`config.mk`:
```
export PLATFORM = sky130hd
export DESIGN_NAME = mul_operand_dispatcher
export DESIGN_NICKNAME = d
export VERILOG_FILES = /design/src/rtl/mul_pkg.sv /design/src/rtl/mul_operand_fifo.sv /design/src/rtl/mul_operand_dispatcher.sv
export SDC_FILE = /design/constraint.sdc
export NUM_CORES = 1
export LEC_CHECK = 0
export CAP_MARGIN = 20
export CORE_MARGIN = 5
export CORE_UTILIZATION = 55
export DETAILED_ROUTE_END_ITERATION = 6
export PLACE_DENSITY = 0.86
export SYNTH_ARGS = -nofsm -noshare
export SYNTH_HDL_FRONTEND = slang
export SYNTH_SLANG_ARGS = --single-unit
```
`constraint.sdc`:
```
create_clock -name clk -period 19.3 [get_ports clk]
set_input_delay 3.86 -clock clk [delete_from_list [all_inputs] [get_ports clk]]
set_output_delay 3.86 -clock clk [all_outputs]
set_load 0.02 [all_outputs]
```
`src/rtl/mul_pkg.sv`:
```
// Shared definitions for the multiplier operand dispatcher: default
// operand width, default op_done watchdog limit and the sequencer states.
package mul_pkg;

    localparam int unsigned MUL_WIDTH   = 64;
    localparam int unsigned MUL_TIMEOUT = 64;

    typedef enum logic [1:0] {
        IDLE    = 2'd0,
        ISSUE   = 2'd1,
        CAPTURE = 2'd2,
        OUTPUT  = 2'd3
    } mul_state_t;

endpackage

```
`src/rtl/mul_operand_fifo.sv`:
```
// Operand-pair FIFO: DEPTH entries of DATA_W bits, head presented
// combinationally, occupancy exported as a registered count.
module mul_operand_fifo
    import mul_pkg::*;
#(
    parameter int unsigned DATA_W = 2 * MUL_WIDTH,
    parameter int unsigned DEPTH  = 4
) (
    input  logic                     clk,
    input  logic                     reset,
    input  logic                     i_push,
    input  logic [DATA_W-1:0]        i_data,
    input  logic                     i_pop,
    output logic [DATA_W-1:0]        o_data,
    output logic [$clog2(DEPTH):0]   o_count
);

    localparam int unsigned AW = $clog2(DEPTH);

    logic [DATA_W-1:0] r_mem [DEPTH];
    logic [AW-1:0]     r_wptr;
    logic [AW-1:0]     r_rptr;
    logic [AW:0]       r_count;

    // Storage write; contents need no reset because count gates every read.
    always_ff @(posedge clk) begin
        if (i_push) begin
            r_mem[r_wptr] <= i_data;
        end
    end

    // Pointer and occupancy tracking; pointers wrap naturally (DEPTH is 2^AW).
    always_ff @(posedge clk or posedge reset) begin
        if (reset) begin
            r_wptr  <= '0;
            r_rptr  <= '0;
            r_count <= '0;
        end else begin
            if (i_push) begin
                r_wptr <= r_wptr + 1'b1;
            end
            if (i_pop) begin
                r_rptr <= r_rptr + 1'b1;
            end
            case ({i_push, i_pop})
                2'b10:   r_count <= r_count + 1'b1;
                2'b01:   r_count <= r_count - 1'b1;
                default: r_count <= r_count;
            endcase
        end
    end

    assign o_data  = r_mem[r_rptr];
    assign o_count = r_count;

endmodule

```
`src/rtl/mul_operand_dispatcher.sv`:
```
// Front-end sequencer for the radix-4 multiplier: queues operand pairs,
// issues one at a time with a level start, captures the product, pulses
// clear and presents the product on a valid/ready port.
// Optional op_done watchdog enabled by defining MUL_TIMEOUT_EN.
module mul_operand_dispatcher
    import mul_pkg::*;
#(
    parameter int unsigned WIDTH          = MUL_WIDTH,
    parameter int unsigned FIFO_DEPTH     = 4,
    parameter int unsigned TIMEOUT_CYCLES = MUL_TIMEOUT
) (
    input  logic                          clk,
    input  logic                          reset,
    input  logic                          in_valid,
    output logic                          in_ready,
    input  logic [WIDTH-1:0]              in_multiplicand,
    input  logic [WIDTH-1:0]              in_multiplier,
    output logic [WIDTH-1:0]              mul_multiplicand,
    output logic [WIDTH-1:0]              mul_multiplier,
    output logic                          mul_op_start,
    output logic                          mul_op_clear,
    input  logic                          mul_op_done,
    input  logic [2*WIDTH-1:0]            mul_result,
    output logic                          out_valid,
    input  logic                          out_ready,
    output logic [2*WIDTH-1:0]            out_result,
    output logic                          out_error,
    output logic [$clog2(FIFO_DEPTH):0]   fifo_count
);

    localparam int unsigned CW = $clog2(FIFO_DEPTH) + 1;
    localparam logic [CW-1:0] FULL_CNT = CW'(FIFO_DEPTH);

    mul_state_t        r_state;
    mul_state_t        w_next;
    logic              r_alive;
    logic [2*WIDTH-1:0] w_head;
    logic              w_have;
    logic              w_push;
    logic              w_pop;
    logic              w_timeout;
    logic [WIDTH-1:0]  r_a;
    logic [WIDTH-1:0]  r_b;
    logic [2*WIDTH-1:0] r_result;

    // in_ready looks only at the registered count, so a push can never
    // land on a full FIFO even if a pop happens in the same cycle.
    assign w_have   = (fifo_count != '0);
    assign in_ready = r_alive && (fifo_count != FULL_CNT);
    assign w_push   = in_valid && in_ready;
    assign w_pop    = w_have && ((r_state == IDLE) || ((r_state == OUTPUT) && out_ready));

    mul_operand_fifo #(
        .DATA_W (2 * WIDTH),
        .DEPTH  (FIFO_DEPTH)
    ) u_fifo (
        .clk     (clk),
        .reset   (reset),
        .i_push  (w_push),
        .i_data  ({in_multiplicand, in_multiplier}),
        .i_pop   (w_pop),
        .o_data  (w_head),
        .o_count (fifo_count)
    );

`ifdef MUL_TIMEOUT_EN
    localparam int unsigned TW = $clog2(TIMEOUT_CYCLES + 1);

    logic [TW-1:0] r_timer;
    logic          r_error;

    // Counts cycles spent in ISSUE; cleared whenever the FSM is elsewhere.
    always_ff @(posedge clk or posedge reset) begin
        if (reset) begin
            r_timer <= '0;
        end else if (r_state == ISSUE) begin
            r_timer <= r_timer + 1'b1;
        end else begin
            r_timer <= '0;
        end
    end

    // A real op_done in the final allowed cycle wins over the timeout.
    assign w_timeout = (r_state == ISSUE) && !mul_op_done
                       && (r_timer == TW'(TIMEOUT_CYCLES - 1));

    // Error flag describes the product currently held in out_result.
    always_ff @(posedge clk or posedge reset) begin
        if (reset) begin
            r_error <= 1'b0;
        end else if ((r_state == ISSUE) && mul_op_done) begin
            r_error <= 1'b0;
        end else if (w_timeout) begin
            r_error <= 1'b1;
        end
    end

    assign out_error = r_error && out_valid;
`else
    logic w_unused_timeout;
    assign w_unused_timeout = (TIMEOUT_CYCLES == 0);
    assign w_timeout        = 1'b0;
    assign out_error        = 1'b0;
`endif

    // Holds in_ready low until the first clock after reset release.
    always_ff @(posedge clk or posedge reset) begin
        if (reset) begin
            r_alive <= 1'b0;
        end else begin
            r_alive <= 1'b1;
        end
    end

    // State register.
    always_ff @(posedge clk or posedge reset) begin
        if (reset) begin
            r_state <= IDLE;
        end else begin
            r_state <= w_next;
        end
    end

    // Next-state selection; OUTPUT chains straight into ISSUE when work is queued.
    always_comb begin
        w_next = r_state;
        case (r_state)
            IDLE:    if (w_have) w_next = ISSUE;
            ISSUE:   if (mul_op_done || w_timeout) w_next = CAPTURE;
            CAPTURE: w_next = OUTPUT;
            OUTPUT:  if (out_ready) w_next = w_have ? ISSUE : IDLE;
            default: w_next = IDLE;
        endcase
    end

    // State-decoded control outputs.
    always_comb begin
        mul_op_start = 1'b0;
        mul_op_clear = 1'b0;
        out_valid    = 1'b0;
        case (r_state)
            ISSUE:   mul_op_start = 1'b1;
            CAPTURE: mul_op_clear = 1'b1;
            OUTPUT:  out_valid    = 1'b1;
            default: ;
        endcase
    end

    // Operand registers load only on pop, so they stay fixed through ISSUE;
    // the product is latched on the edge that leaves ISSUE.
    always_ff @(posedge clk or posedge reset) begin
        if (reset) begin
            r_a      <= '0;
            r_b      <= '0;
            r_result <= '0;
        end else begin
            if (w_pop) begin
                {r_a, r_b} <= w_head;
            end
            if ((r_state == ISSUE) && mul_op_done) begin
                r_result <= mul_result;
            end else if (w_timeout) begin
                r_result <= '0;
            end
        end
    end

    assign mul_multiplicand = r_a;
    assign mul_multiplier   = r_b;
    assign out_result       = r_result;

endmodule

```
==> flow_metrics.py <==
metrics = {
    "outcome": {
        "outcome": "complete, no violations",
    },
    "drt": {
        "wl_per_cell_microns": 28.69,
        "drtIter0Drc": 999,
        "finalWirelength_mm": 74.20,
        "firstDrtPassIters": 5,
        "drc": 0,
        "vias": 14551,
        "drtAntennaViolNets": 0,
        "via_per_inst": 5.627,
    },
    "timing": {
        "rsz0062_at_grt": "false",
        "report.final.slew_viol_count": 0,
        "finalCriticalPeriod_ps": 6580,
        "fin_worst_skew_ps": 28.58,
        "slew_headroom": 0.2574,
        "fmax_mhz": 152.0,
        "min_period_over_period": 0.3409,
        "final_hold_viol_count": 0,
        "tns_ps": 0,
        "worst_pin_slew_ps": 1114,
        "setup_viol": 0,
    },
    "yosys": {
        "yosys.cell_types.count": 26,
        "syn_nets": 1543,
        "yosys.area.top_type": "edfxtp_1",
        "yosys-top-cells-area": "edfxtp_1, dfrtp_1, mux2_2, mux4_2, buf_2",
        "synth_area_sq_um": 28520,
        "ys_seq_area_frac": 0.7725,
        "syn-instance-count": 1271,
        "syn_avg_cell_area_sq_um": 22.44,
        "ys.warnings.count": 0,
        "synth_top_area_share": 0.5391,
        "ys_seq_elements": 778,
    },
    "pwr": {
        "p_total_mw": 6.342,
        "p_leak_nw": 13.32,
        "powerDensity_nw_per_um2": 170.4,
        "ir_worst_vdd_mv": 0.1207,
    },
    "final_layout": {
        "final_common_cell": "clkdlybuf4s50_1",
        "fin_util": 0.7256,
        "area_growth_pct": 30.52,
        "layout.cells.non_filler": 2586,
        "nets": 2101,
        "final_cell_mix": "clkdlybuf4s50_1, edfxtp_1, dfrtp_1",
        "drive_above_1_share": 0.2828,
    },
    "cts": {
        "htreeDepth": 3,
        "clockBufferDepth": 3,
        "cts_tree": "done",
        "cts_root_buf": "clkbuf_16",
        "cts_resized": 0,
        "numClockSinks": 778,
        "cts_buffers": 78,
        "post_cts_buffers": 0,
        "cts_hold_buf": 0,
        "insertion_delay_ps": 620,
        "path_clk_slew_ps": 60,
    },
    "die": {
        "die_w_microns": 237.7,
        "dieArea_sq_um": 56510,
        "design.core.area_sq_um": 51300,
        "io_pins": 525,
        "initial_core_util": 0.5559,
        "placementRows": 83,
        "die_h_microns": 237.7,
    },
    "global_routing": {
        "track_usage": 0.2606,
        "grt_pass1_wl_mm": 107.7,
        "grt_pass1_vias": 15712,
        "antenna_found_initial": 19,
        "grt_start_max_net_pins": 162,
        "grt-ovfl-total": 0,
    },
    "placed_design": {
        "io_buffers": 523,
        "hpwl_mm": 47.50,
        "placed_cells": 2428,
        "gp_congestion": 0.9394,
    },
    "setup_path": {
        "crit_start": "in_valid",
        "end_kind": "flip-flop",
        "required_ps": 19550,
        "critPathArrivalTime_ps": 6830,
        "r2r_cells": 6,
        "rrSetupSlack_ps": 15820,
        "crit_type": "input pin to flip-flop",
        "r2r-end": "u_fifo.r_mem[2][15]",
        "startpoint_type": "input pin",
        "r2r_start": "u_fifo.o_count[0]",
        "crit_end": "u_fifo.r_mem[2][18]",
        "critPathMaxFanout": 45,
    },
    "flow_run": {
        "cap_violations": 0,
    },
    "worst_hold_path": {
        "hold_class": "flip-flop to flip-flop",
    },
}
[through the flow]
step	setup slack, ps	instance area (sq um)	hold slack, ps
after CTS	12750	37170	504.6
after global routing	12610	37220	518.3
after detailed placement	12110	34420	491.1
final	12720	37220	502.2
after global placement	12120	34420	486.7
after floorplan	8115	28520	534.0
[cell type report]
| class | instances | area [sq um] |
|---|---|---|
| inverters | 8 | 37.54 |
| fillers | 2924 | 14080 |
| clock buffers | 109 | 2283 |
| diodes | 11 | 27.53 |
| flip-flops and latches | 778 | 22040 |
| clock inverters | 37 | 460.4 |
| well taps | 680 | 850.8 |
| repair buffers | 537 | 5385 |
| multi-input cells | 426 | 6140 |
[registers in the layout, indices dropped and copies added, names as in the netlist]
| name | cells |
|---|---|
| mul_multiplier | 64 |
| u_fifo.r_mem | 512 |
| u_fifo.o_count | 3 |
| u_fifo.r_wptr | 2 |
| r_alive | 1 |
| r_state | 2 |
| mul_multiplicand | 64 |
| u_fifo.r_rptr | 2 |
| out_result | 128 |
[synthesized netlist by cell type]
master and count:
a21oi_1 3, a2bb2oi_1 1, and2_1 5, and3_1 1
buf_1 8, buf_2 28, buf_4 1, buf_6 11
clkbuf_1 10, clkbuf_2 1, conb_1 2, dfrtp_1 266
edfxtp_1 512, fa_1 1, ha_1 10, inv_1 8
mux2_2 259, mux4_2 128, nand2_1 3, nor2_1 3
nor3_1 1, o221ai_1 1, o22ai_1 1, or3_1 1
xnor2_1 4, xor2_1 2
[critical path: stages]
cell             delay, ps
clkdlybuf4s50_1        480
and3_1                 380
and2_4                 630
buf_4                  680
buf_4                  660
[per-layer routing]
metal  vias up  track usage  wire length (microns)
met2       649       0.4400                  38090
met3       144      0.09073                   7307
met1      7563       0.3075                  25350
met5         -            0                    114
met4        16       0.1098                   3336
li1       6179            -                      -
[kinds of logic after synthesis]
| group | share of synthesized area |
|---|---|
| AOI/OAI and AO/OA | 0.001360 |
| xor gates and xnor gates | 0.001843 |
| adders and majority gates | 0.005089 |
| buffers and inverters | 0.01312 |
| DFF | 0.7725 |
| muxes | 0.2033 |
| other | 0.0002633 |
| and+or+nand+nor | 0.002501 |
[report_power, final]
group          total (mW)  switching (mW)  internal, mW
combinational        2.29            1.11          1.17
clock                1.59           0.629         0.964
sequential           2.46           0.256          2.21
[how the worst min path moves through the flow]
stage | end | start | slack (ps) | cells past startpoint
floorplan | u_fifo.r_wptr[1] | u_fifo.r_wptr[1] | 530 | 1
global placement | out_result[115] | out_result[115] | 490 | 1
detailed placement | out_result[35] | out_result[35] | 490 | 1
CTS | out_result[35] | out_result[35] | 500 | 1
global route | out_result[115] | out_result[115] | 520 | 1
finish | out_result[116] | out_result[116] | 500 | 1
No activity file was read; power rests on OpenSTA's default activity.
